===== src/rtl/sha256_block_core_if.sv =====
// Block-stream port bundle between the block padder (master) and the SHA-256 compression core (slave).
// blk_data, blk_first and blk_last are valid while blk_valid is high. A block transfers on a clock
// edge where blk_valid and blk_ready are both high. digest, digest_valid and busy are core outputs.
interface sha256_block_core_if;
    logic         blk_valid;
    logic         blk_ready;
    logic [511:0] blk_data;
    logic         blk_first;
    logic         blk_last;
    logic [255:0] digest;
    logic         digest_valid;
    logic         busy;

    modport master (
        output blk_valid, blk_data, blk_first, blk_last,
        input  blk_ready, digest, digest_valid, busy
    );

    modport slave (
        input  blk_valid, blk_data, blk_first, blk_last,
        output blk_ready, digest, digest_valid, busy
    );
endinterface


===== src/rtl/sha256_block_core.sv =====
// Iterative SHA-256 compression core: one round per clock, chaining value kept across blocks.
// Digest updates after every block; digest_valid pulses only after a message's last block.
module sha256_block_core #(
    parameter int ROUNDS = 64
) (
    input  logic                 clk,
    input  logic                 rst,
    sha256_block_core_if.slave   bus,
    output logic [1:0]           dbg_state_o
);
    typedef enum logic [1:0] {S_IDLE = 2'd0, S_ROUND = 2'd1, S_FINAL = 2'd2} state_t;

    localparam logic [255:0] IV = {
        32'h6a09e667, 32'hbb67ae85, 32'h3c6ef372, 32'ha54ff53a,
        32'h510e527f, 32'h9b05688c, 32'h1f83d9ab, 32'h5be0cd19};

    localparam logic [2047:0] K_ROM = {
        32'h428a2f98, 32'h71374491, 32'hb5c0fbcf, 32'he9b5dba5, 32'h3956c25b, 32'h59f111f1, 32'h923f82a4, 32'hab1c5ed5,
        32'hd807aa98, 32'h12835b01, 32'h243185be, 32'h550c7dc3, 32'h72be5d74, 32'h80deb1fe, 32'h9bdc06a7, 32'hc19bf174,
        32'he49b69c1, 32'hefbe4786, 32'h0fc19dc6, 32'h240ca1cc, 32'h2de92c6f, 32'h4a7484aa, 32'h5cb0a9dc, 32'h76f988da,
        32'h983e5152, 32'ha831c66d, 32'hb00327c8, 32'hbf597fc7, 32'hc6e00bf3, 32'hd5a79147, 32'h06ca6351, 32'h14292967,
        32'h27b70a85, 32'h2e1b2138, 32'h4d2c6dfc, 32'h53380d13, 32'h650a7354, 32'h766a0abb, 32'h81c2c92e, 32'h92722c85,
        32'ha2bfe8a1, 32'ha81a664b, 32'hc24b8b70, 32'hc76c51a3, 32'hd192e819, 32'hd6990624, 32'hf40e3585, 32'h106aa070,
        32'h19a4c116, 32'h1e376c08, 32'h2748774c, 32'h34b0bcb5, 32'h391c0cb3, 32'h4ed8aa4a, 32'h5b9cca4f, 32'h682e6ff3,
        32'h748f82ee, 32'h78a5636f, 32'h84c87814, 32'h8cc70208, 32'h90befffa, 32'ha4506ceb, 32'hbef9a3f7, 32'hc67178f2};

    function automatic logic [31:0] rotr(input logic [31:0] x, input int n);
        return (x >> n) | (x << (32 - n));
    endfunction

    state_t      state_q, state_d;
    logic [31:0] h_q  [8];
    logic [31:0] h_d  [8];
    logic [31:0] wv_q [8];
    logic [31:0] wv_d [8];
    logic [31:0] w_q  [16];
    logic [31:0] w_d  [16];
    logic [5:0]  t_q, t_d;
    logic        last_q, last_d;
    logic [255:0] digest_q, digest_d;
    logic        dv_q, dv_d;

    logic [31:0] k_t, t1, t2, w_new;

    // One round of the compression function plus the next schedule word (window[0] is W[t]).
    always_comb begin
        k_t = K_ROM[2047 - 32 * int'(t_q) -: 32];
        t1  = wv_q[7] + (rotr(wv_q[4], 6) ^ rotr(wv_q[4], 11) ^ rotr(wv_q[4], 25))
            + ((wv_q[4] & wv_q[5]) ^ (~wv_q[4] & wv_q[6])) + k_t + w_q[0];
        t2  = (rotr(wv_q[0], 2) ^ rotr(wv_q[0], 13) ^ rotr(wv_q[0], 22))
            + ((wv_q[0] & wv_q[1]) ^ (wv_q[0] & wv_q[2]) ^ (wv_q[1] & wv_q[2]));
        w_new = (rotr(w_q[14], 17) ^ rotr(w_q[14], 19) ^ (w_q[14] >> 10)) + w_q[9]
              + (rotr(w_q[1], 7) ^ rotr(w_q[1], 18) ^ (w_q[1] >> 3)) + w_q[0];
    end

    always_ff @(posedge clk) begin
        if (rst) begin
            state_q  <= S_IDLE;
            for (int i = 0; i < 8; i++) begin
                h_q[i]  <= IV[255 - 32 * i -: 32];
                wv_q[i] <= '0;
            end
            for (int i = 0; i < 16; i++) w_q[i] <= '0;
            t_q      <= '0;
            last_q   <= 1'b0;
            digest_q <= '0;
            dv_q     <= 1'b0;
        end else begin
            state_q  <= state_d;
            h_q      <= h_d;
            wv_q     <= wv_d;
            w_q      <= w_d;
            t_q      <= t_d;
            last_q   <= last_d;
            digest_q <= digest_d;
            dv_q     <= dv_d;
        end
    end

    always_comb begin
        state_d = state_q;
        case (state_q)
            S_IDLE:  if (bus.blk_valid) state_d = S_ROUND;
            S_ROUND: if (t_q == 6'(ROUNDS - 1)) state_d = S_FINAL;
            S_FINAL: state_d = S_IDLE;
            default: state_d = S_IDLE;
        endcase
    end

    always_comb begin
        h_d      = h_q;
        wv_d     = wv_q;
        w_d      = w_q;
        t_d      = t_q;
        last_d   = last_q;
        digest_d = digest_q;
        dv_d     = 1'b0;
        case (state_q)
            S_IDLE: begin
                if (bus.blk_valid) begin
                    for (int i = 0; i < 16; i++) w_d[i] = bus.blk_data[511 - 32 * i -: 32];
                    t_d    = '0;
                    last_d = bus.blk_last;
                    for (int i = 0; i < 8; i++) begin
                        if (bus.blk_first) begin
                            h_d[i]  = IV[255 - 32 * i -: 32];
                            wv_d[i] = IV[255 - 32 * i -: 32];
                        end else begin
                            wv_d[i] = h_q[i];
                        end
                    end
                end
            end
            S_ROUND: begin
                wv_d[0] = t1 + t2;
                wv_d[1] = wv_q[0];
                wv_d[2] = wv_q[1];
                wv_d[3] = wv_q[2];
                wv_d[4] = wv_q[3] + t1;
                wv_d[5] = wv_q[4];
                wv_d[6] = wv_q[5];
                wv_d[7] = wv_q[6];
                for (int i = 0; i < 15; i++) w_d[i] = w_q[i + 1];
                w_d[15] = w_new;
                t_d     = t_q + 6'd1;
            end
            S_FINAL: begin
                for (int i = 0; i < 8; i++) begin
                    h_d[i] = h_q[i] + wv_q[i];
                    digest_d[255 - 32 * i -: 32] = h_q[i] + wv_q[i];
                end
                dv_d = last_q;
            end
            default: ;
        endcase
    end

    always_comb begin
        bus.blk_ready    = (state_q == S_IDLE);
        bus.busy         = (state_q != S_IDLE);
        bus.digest       = digest_q;
        bus.digest_valid = dv_q;
        dbg_state_o      = state_q;
    end
endmodule


===== src/flat_wrapper.sv =====
// flat-port wrapper written by rule: the top's interface ports become plain ports
module sha256_block_core_flat 
#(
    parameter int ROUNDS = 64
)
  (clk, rst, dbg_state_o, bus_blk_valid, bus_blk_data, bus_blk_first, bus_blk_last, bus_blk_ready, bus_digest, bus_digest_valid, bus_busy);
  sha256_block_core_if bus_i ();
  input  logic clk;
  input  logic rst;
  output logic [1:0] dbg_state_o;
  input wire logic [$bits(bus_i.blk_valid)-1:0] bus_blk_valid;
  input wire logic [$bits(bus_i.blk_data)-1:0] bus_blk_data;
  input wire logic [$bits(bus_i.blk_first)-1:0] bus_blk_first;
  input wire logic [$bits(bus_i.blk_last)-1:0] bus_blk_last;
  output wire logic [$bits(bus_i.blk_ready)-1:0] bus_blk_ready;
  output wire logic [$bits(bus_i.digest)-1:0] bus_digest;
  output wire logic [$bits(bus_i.digest_valid)-1:0] bus_digest_valid;
  output wire logic [$bits(bus_i.busy)-1:0] bus_busy;
  assign bus_i.blk_valid = bus_blk_valid;
  assign bus_i.blk_data = bus_blk_data;
  assign bus_i.blk_first = bus_blk_first;
  assign bus_i.blk_last = bus_blk_last;
  assign bus_blk_ready = bus_i.blk_ready;
  assign bus_digest = bus_i.digest;
  assign bus_digest_valid = bus_i.digest_valid;
  assign bus_busy = bus_i.busy;
  sha256_block_core #(.ROUNDS(ROUNDS)) u_core (.clk(clk), .rst(rst), .bus(bus_i), .dbg_state_o(dbg_state_o));
endmodule

===== config.mk =====
export PLATFORM = sky130hd
export DESIGN_NAME = sha256_block_core_flat
export DESIGN_NICKNAME = d
export VERILOG_FILES = /design/src/rtl/sha256_block_core_if.sv /design/src/rtl/sha256_block_core.sv /design/src/flat_wrapper.sv
export SDC_FILE = /design/constraint.sdc
export NUM_CORES = 2
export LEC_CHECK = 0
export ABC_AREA = 1
export BUFFER_PORTS_ARGS = -buffer_cell sky130_fd_sc_hd__buf_2
export CAP_MARGIN = 30
export CORE_MARGIN = 10
export CORE_UTILIZATION = 50
export DETAILED_ROUTE_END_ITERATION = 10
export PLACE_DENSITY = 0.69
export RECOVER_POWER = 25
export SETUP_SLACK_MARGIN = 0.1
export SLEW_MARGIN = 15
export SYNTH_ARGS = -nofsm -noshare
export SYNTH_HDL_FRONTEND = slang
export SYNTH_SLANG_ARGS = --single-unit

===== constraint.sdc =====
create_clock -name clk -period 18.6 [get_ports clk]
set_clock_uncertainty 0.15 [all_clocks]
set_input_delay 3.72 -clock clk [delete_from_list [all_inputs] [get_ports clk]]
set_output_delay 3.72 -clock clk [all_outputs]
set_load 0.03 [all_outputs]

---- Word level (Yosys, flattened, before mapping) ----
Index checks and enable logic that the tools add are counted.
word-level totals
  register bits after elaboration ......... 1290
  input port bits ......................... 517
  word-level logic and storage cells ...... 118
operators by class
  $add $sub $neg .......................... 20
  eq/ne operators ......................... 5
  shift operators ......................... 1
  muxes and demuxes ....................... 18
  bitwise operators ....................... 28
  reductions and logical operators ........ 9
operator list
  operator                     number
  $shiftx 2079x32->32 const A  1
  $pmux 256 s2                 2
  $pmux 512 s2                 1
  $add 32x32->32               18
  $mux 512                     1
  $xor 32x32->32               9
  $mux 256                     1
  $mux 32                      8
  $and 32x32->32               5
  $not 32->32                  1
  $or 10x32->32                1
  $or 13x32->32                1
  $or 14x32->32                1
  $or 15x32->32                1
  $or 19x32->32                1
  $or 21x32->32                1
  $or 25x32->32                1
  $or 26x32->32                1
  $or 30x32->32                1
  $or 7x32->32                 1
  $xor 32x22->32               1
  $xor 32x29->32               1
  $pmux 6 s2                   1
  $sub 11x11->12 const A       1
  14 further kinds             20

---- Logic depth before layout (Yosys ltp) ----
  depth after elaboration ................. 9
  mapped depth ............................ 51
  mapped depth without buffers ............ 50

---- Worst setup path after synthesis ----
OpenSTA, ideal clock, no wires.
  path kind ............................... register to register
  start point ............................. register u_core.t_q[0]
  end point ............................... register u_core.wv_q[250] (netlist bit)
  library setup time ...................... 0.115 ns
  arrival time ............................ 6.948 ns
  data required time ...................... 18.335 ns
  setup slack ............................. 11.387 ns
  stages on the path, launching flop included .. 40
  path buffers ............................ 1
  cells stage by stage .................... dfxtp_1 -> clkbuf_1 -> inv_1 -> ha_1 -> nand2_1 -> inv_1 -> o21ai_0 -> a21oi_1 -> a2111oi_0 -> a21oi_1 -> fa_1 -> inv_1 -> fa_1 -> fa_1 -> inv_1 -> ha_1 -> inv_1 -> fa_1 -> [4 not listed] -> nand2_1 -> nand2_1 -> nand2_1 -> a21oi_1 -> o21ai_0 -> nand2_1 -> nand2_1 -> xor2_1 -> fa_1 -> ha_1 -> inv_1 -> o21bai_1 -> a21boi_0 -> o21ai_0 -> a21oi_1 -> a21oi_1 -> o21ai_0 -> inv_1
between the ends
  word-level cells in the longest chain between the ends .. 6
RTL lines
  element                       RTL line                  source
  from (decl)                   sha256_block_core.sv:38   logic [5:0] t_q, t_d;
  from (signal assigned)        sha256_block_core.sv:73   t_q <= t_d;
  $sub 11x11->12                sha256_block_core.sv:47   k_t = K_ROM[2047 - 32 * int'(t_q) -: 32];
  $shiftx 2079x32->32           sha256_block_core.sv:47
  $add 32x32->32 (2 in series)  sha256_block_core.sv:49   + ((wv_q[4] & wv_q[5]) ^ (~wv_q[4] & wv_q[6])) + k_t + w_q[0];
  $add 32x32->32                sha256_block_core.sv:115  wv_d[0] = t1 + t2;
  $pmux 256 s2                  sha256_block_core.sv:98   case (state_q)
  to (signal assigned)          sha256_block_core.sv:71   wv_q <= wv_d;
  to (decl)                     sha256_block_core.sv:34   logic [31:0] wv_q [8];
No other way between the ends.
A chain may end at the register's enable or synchronous reset.

==> out/qor.csv <==
stage,metric,value,unit
outcome,status,"finished, violations left",
outcome,violations,"capacitance limit, slew limit",
worst_setup_path,r2r_slack,9.44,ns
logic_synthesis,synth-async-reset-ratio,0,%
logic_synthesis,synth_most_common_cell,nand2_1,
logic_synthesis,yosysTopAreaCell,dfxtp_1,
route,vias,94817,
worst_setup_path,cpPeakStageDelay,4.74,ns
logic_synthesis,synth_edf_count,0,
worst_hold_path,hold_path.class,flop to flop,
logic_synthesis,ys_seq_area_share,30.4,%
route,vias_per_cell,6.26,
cells_and_area,fin_nets,13886,
timing,final.setup.tns,0,ns
cells_and_area,final.fill_count,16505,
timing,setup_viol,0,
timing,rsz0062_at_grt,no,
cts,numCtsBuffers,145,
cts,tritoncts,built,
placed_design,place.gp.congestion,1.06,
worst_setup_path,crit_chain,clkbuf_1 > clkinvlp_2 > buf_12 > buf_4 > o21ai_0 > a21oi_1,
timing,timing.slew.headroom,-175,%
floorplan,dieHeight,432,um
placed_design,io_buffers,777,
logic_synthesis,synth_seq_cells,1290,
logic_synthesis,syn-num-nets,13648,
logic_synthesis,ys_dominant_reg_cell,dfxtp_1,
worst_setup_path,critical_path.top_delay_family,buffers and inverters,
route,wl,404,mm
floorplan,die_area,0.187,sq mm
global_routing,grt_pass1_vias,87298,
floorplan,rows,151,
worst_setup_path,cp-endpoint,u_core.wv_q[67]$_SDFFE_PP0P_,
route,drtIter0Drc,13461,
floorplan,die_x,432,um
timing,period_share,71.7,%
global_routing,grt_max_degree,310,
global_routing,grt.total_usage,40.9,%
route,wire_per_inst,26.7,um
route,route.detailed.drc,0,
logic_synthesis,ys_types,61,
cts,hold_buffers,0,
cts,cts_buffer_depth,3,
worst_setup_path,path_class,input pin to flop,
cts,cts_setup_buffers,0,
logic_synthesis,yosys_warnings,0,
flow_run,drv_cap,9,
cts,clk-insertion-delay-late,0.86,ns
timing,tightest_slew,4.13,ns
worst_setup_path,critPathLaunchType,input pin,
timing,finalMaxSlewViolations,562,
global_routing,overflow,0,
floorplan,fp.coreArea,0.169,sq mm
worst_setup_path,crit_start,rst,
worst_setup_path,regToRegStartpoint,u_core.t_q[1]$_SDFFE_PP0P_,
worst_setup_path,r2r_end,u_core.wv_q[254]$_SDFFE_PP0P_,
route,dr.pass1.iters,8,
worst_setup_path,ff2ff_path_depth,39,
worst_setup_path,worstSetupPathDepth,6,
logic_synthesis,synth_area_leaders,"dfxtp_1 (30%), nand2_1 (13%), o21ai_0 (9.3%)",
worst_setup_path,critPathBufInv,4,
timing,timing.fmax,75.0,MHz
logic_synthesis,syn_area,0.0849,sq mm
cts,clockRootBuffer,clkbuf_16,
logic_synthesis,syn_area_per_cell,6.77,sq um
global_routing,antenna_found_initial,42,
timing,finalHoldViolCount,0,
floorplan,start_util,50.2,%
worst_setup_path,cp_slowest_cell,clkinvlp_2,
cells_and_area,multi_input_area,0.0516,sq mm
cells_and_area,layout-drive-gt1-share,7.60,%
worst_setup_path,critPathCaptureType,flop,
timing,period_minus_slack,13.33,ns
route,drtAntennaViolNets,0,
logic_synthesis,netlist_instances,12548,
cells_and_area,regArea,0.0258,sq mm
floorplan,pin_count,778,
worst_setup_path,crit_fanout,170,
global_routing,grt_pass1_wl,580,mm
cells_and_area,area_delta_synth_final,10.8,%
worst_setup_path,critical_path_arrival,13.87,ns
logic_synthesis,yosysTopAreaCellShare,30.4,%
cts,cts_sinks,1290,
cts,htree_levels,4,
cts,clkTransAtPathRegs,0.06,ns
logic_synthesis,synth_common_cells,"nand2_1 (2973), o21ai_0 (1579), dfxtp_1 (1290)",
worst_setup_path,crit_required,19.15,ns
placed_design,dp_hpwl,312,mm
cts,cts_resized,0,
layer usage:
metal,vias up,GRT usage [%],wire length [um]
met3,1213,10.7,45000
met2,5953,62.9,175000
met4,26,25.6,30700
met5,-,0,181
met1,44618,50.9,153000
li1,43007,-,-
worst register-to-register path: cells and delay by family, from the launching register on:
family | cells | cell delay (ns)
AOI/OAI and AO/OA | 11 | 2.26
buffers and inverters | 8 | 0.85
DFF | 1 | 0.72
xor gates and xnor gates | 1 | 0.40
adders and majority gates | 8 | 3.45
and+or+nand+nor | 11 | 1.18
state kept, by name, summed over array words and instances, names as in the netlist:
register,cells
u_core.h_q,256
u_core.last_q,1
u_core.wv_q,256
u_core.bus.digest_valid,1
u_core.t_q,6
u_core.w_q,512
u_core.dbg_state_o,2
u_core.bus.digest,256
cell families (layout without fill, tap and decap cells):
family | after synthesis | count (layout) | share of synthesized area (%)
buffers and inverters | 1889 | 2243 | 8.79
and+or+nand+nor | 4490 | 4490 | 21.4
xor gates and xnor gates | 300 | 300 | 3.10
AOI/OAI and AO/OA | 3995 | 3995 | 25.9
other | 0 | 25 | 0
DFF | 1290 | 1290 | 30.4
adders and majority gates | 584 | 584 | 10.3
cell usage in the layout (no fill, tap or decap), types with 25 or more instances in the layout:
master,Yosys,layout
or2_2,25,25
dfxtp_1,1290,1289
nand3b_1,39,39
clkbuf_8,0,39
a31oi_1,738,738
nand4_1,98,98
xor2_1,159,159
o21bai_1,52,52
nor2_1,719,719
a211oi_1,97,97
inv_1,1108,1108
clkbuf_1,480,193
fa_1,195,195
diode_2,0,25
a21oi_1,1267,1267
buf_2,247,618
ha_1,388,388
a21boi_0,36,36
xnor2_1,141,141
nor3_1,88,88
o21a_1,39,39
nand2_1,2973,2973
o21ai_0,1579,1579
clkbuf_16,0,146
nand3_1,508,508
buf_4,9,59
a21o_1,57,57
worst min-delay path by stage:
| stage | from | to | slack, ns | cells past startpoint |
|---|---|---|---|---|
| floorplan | u_core.last_q$_SDFFE_PP0P_ | u_core.bus.digest_valid$_SDFF_PP0_ | 0.27 | 2 |
| global placement | u_core.last_q$_SDFFE_PP0P_ | u_core.bus.digest_valid$_SDFF_PP0_ | 0.28 | 2 |
| detailed placement | u_core.last_q$_SDFFE_PP0P_ | u_core.bus.digest_valid$_SDFF_PP0_ | 0.29 | 2 |
| CTS | u_core.last_q$_SDFFE_PP0P_ | u_core.bus.digest_valid$_SDFF_PP0_ | 0.30 | 2 |
| global route | u_core.bus.digest[150]$_SDFFE_PP0P_ | u_core.bus.digest[150]$_SDFFE_PP0P_ | 0.33 | 2 |
| finish | u_core.last_q$_SDFFE_PP0P_ | u_core.bus.digest_valid$_SDFF_PP0_ | 0.31 | 2 |
cell type report:
class	count	share of cell area [%]
tap	2218	2.95
inverter	1119	4.51
multi-input combinational	9369	54.9
antenna	25	0.0665
sequential	1290	27.5
clock buffer	212	4.56
timing repair buffer	861	4.81
clock inverter	51	0.793
per-stage QoR:
stage               instance area, sq um  util, %  hold WS [ns]  setup WS, ns  std cells
detailed placement                 89200     52.7         0.293          9.68      14854
finish                             94100     55.6         0.306          5.27      15145
global route                       94100     55.6         0.326          5.20      15139
CTS                                94200     55.7         0.304          9.61      15117
floorplan                          84900        -         0.267         11.39      12548
global placement                   89100     52.7         0.276          9.67      14848
Power is left out: the tool's default activity adds up to more than one toggle a clock period on the data nets, which glitch-free logic cannot reach.
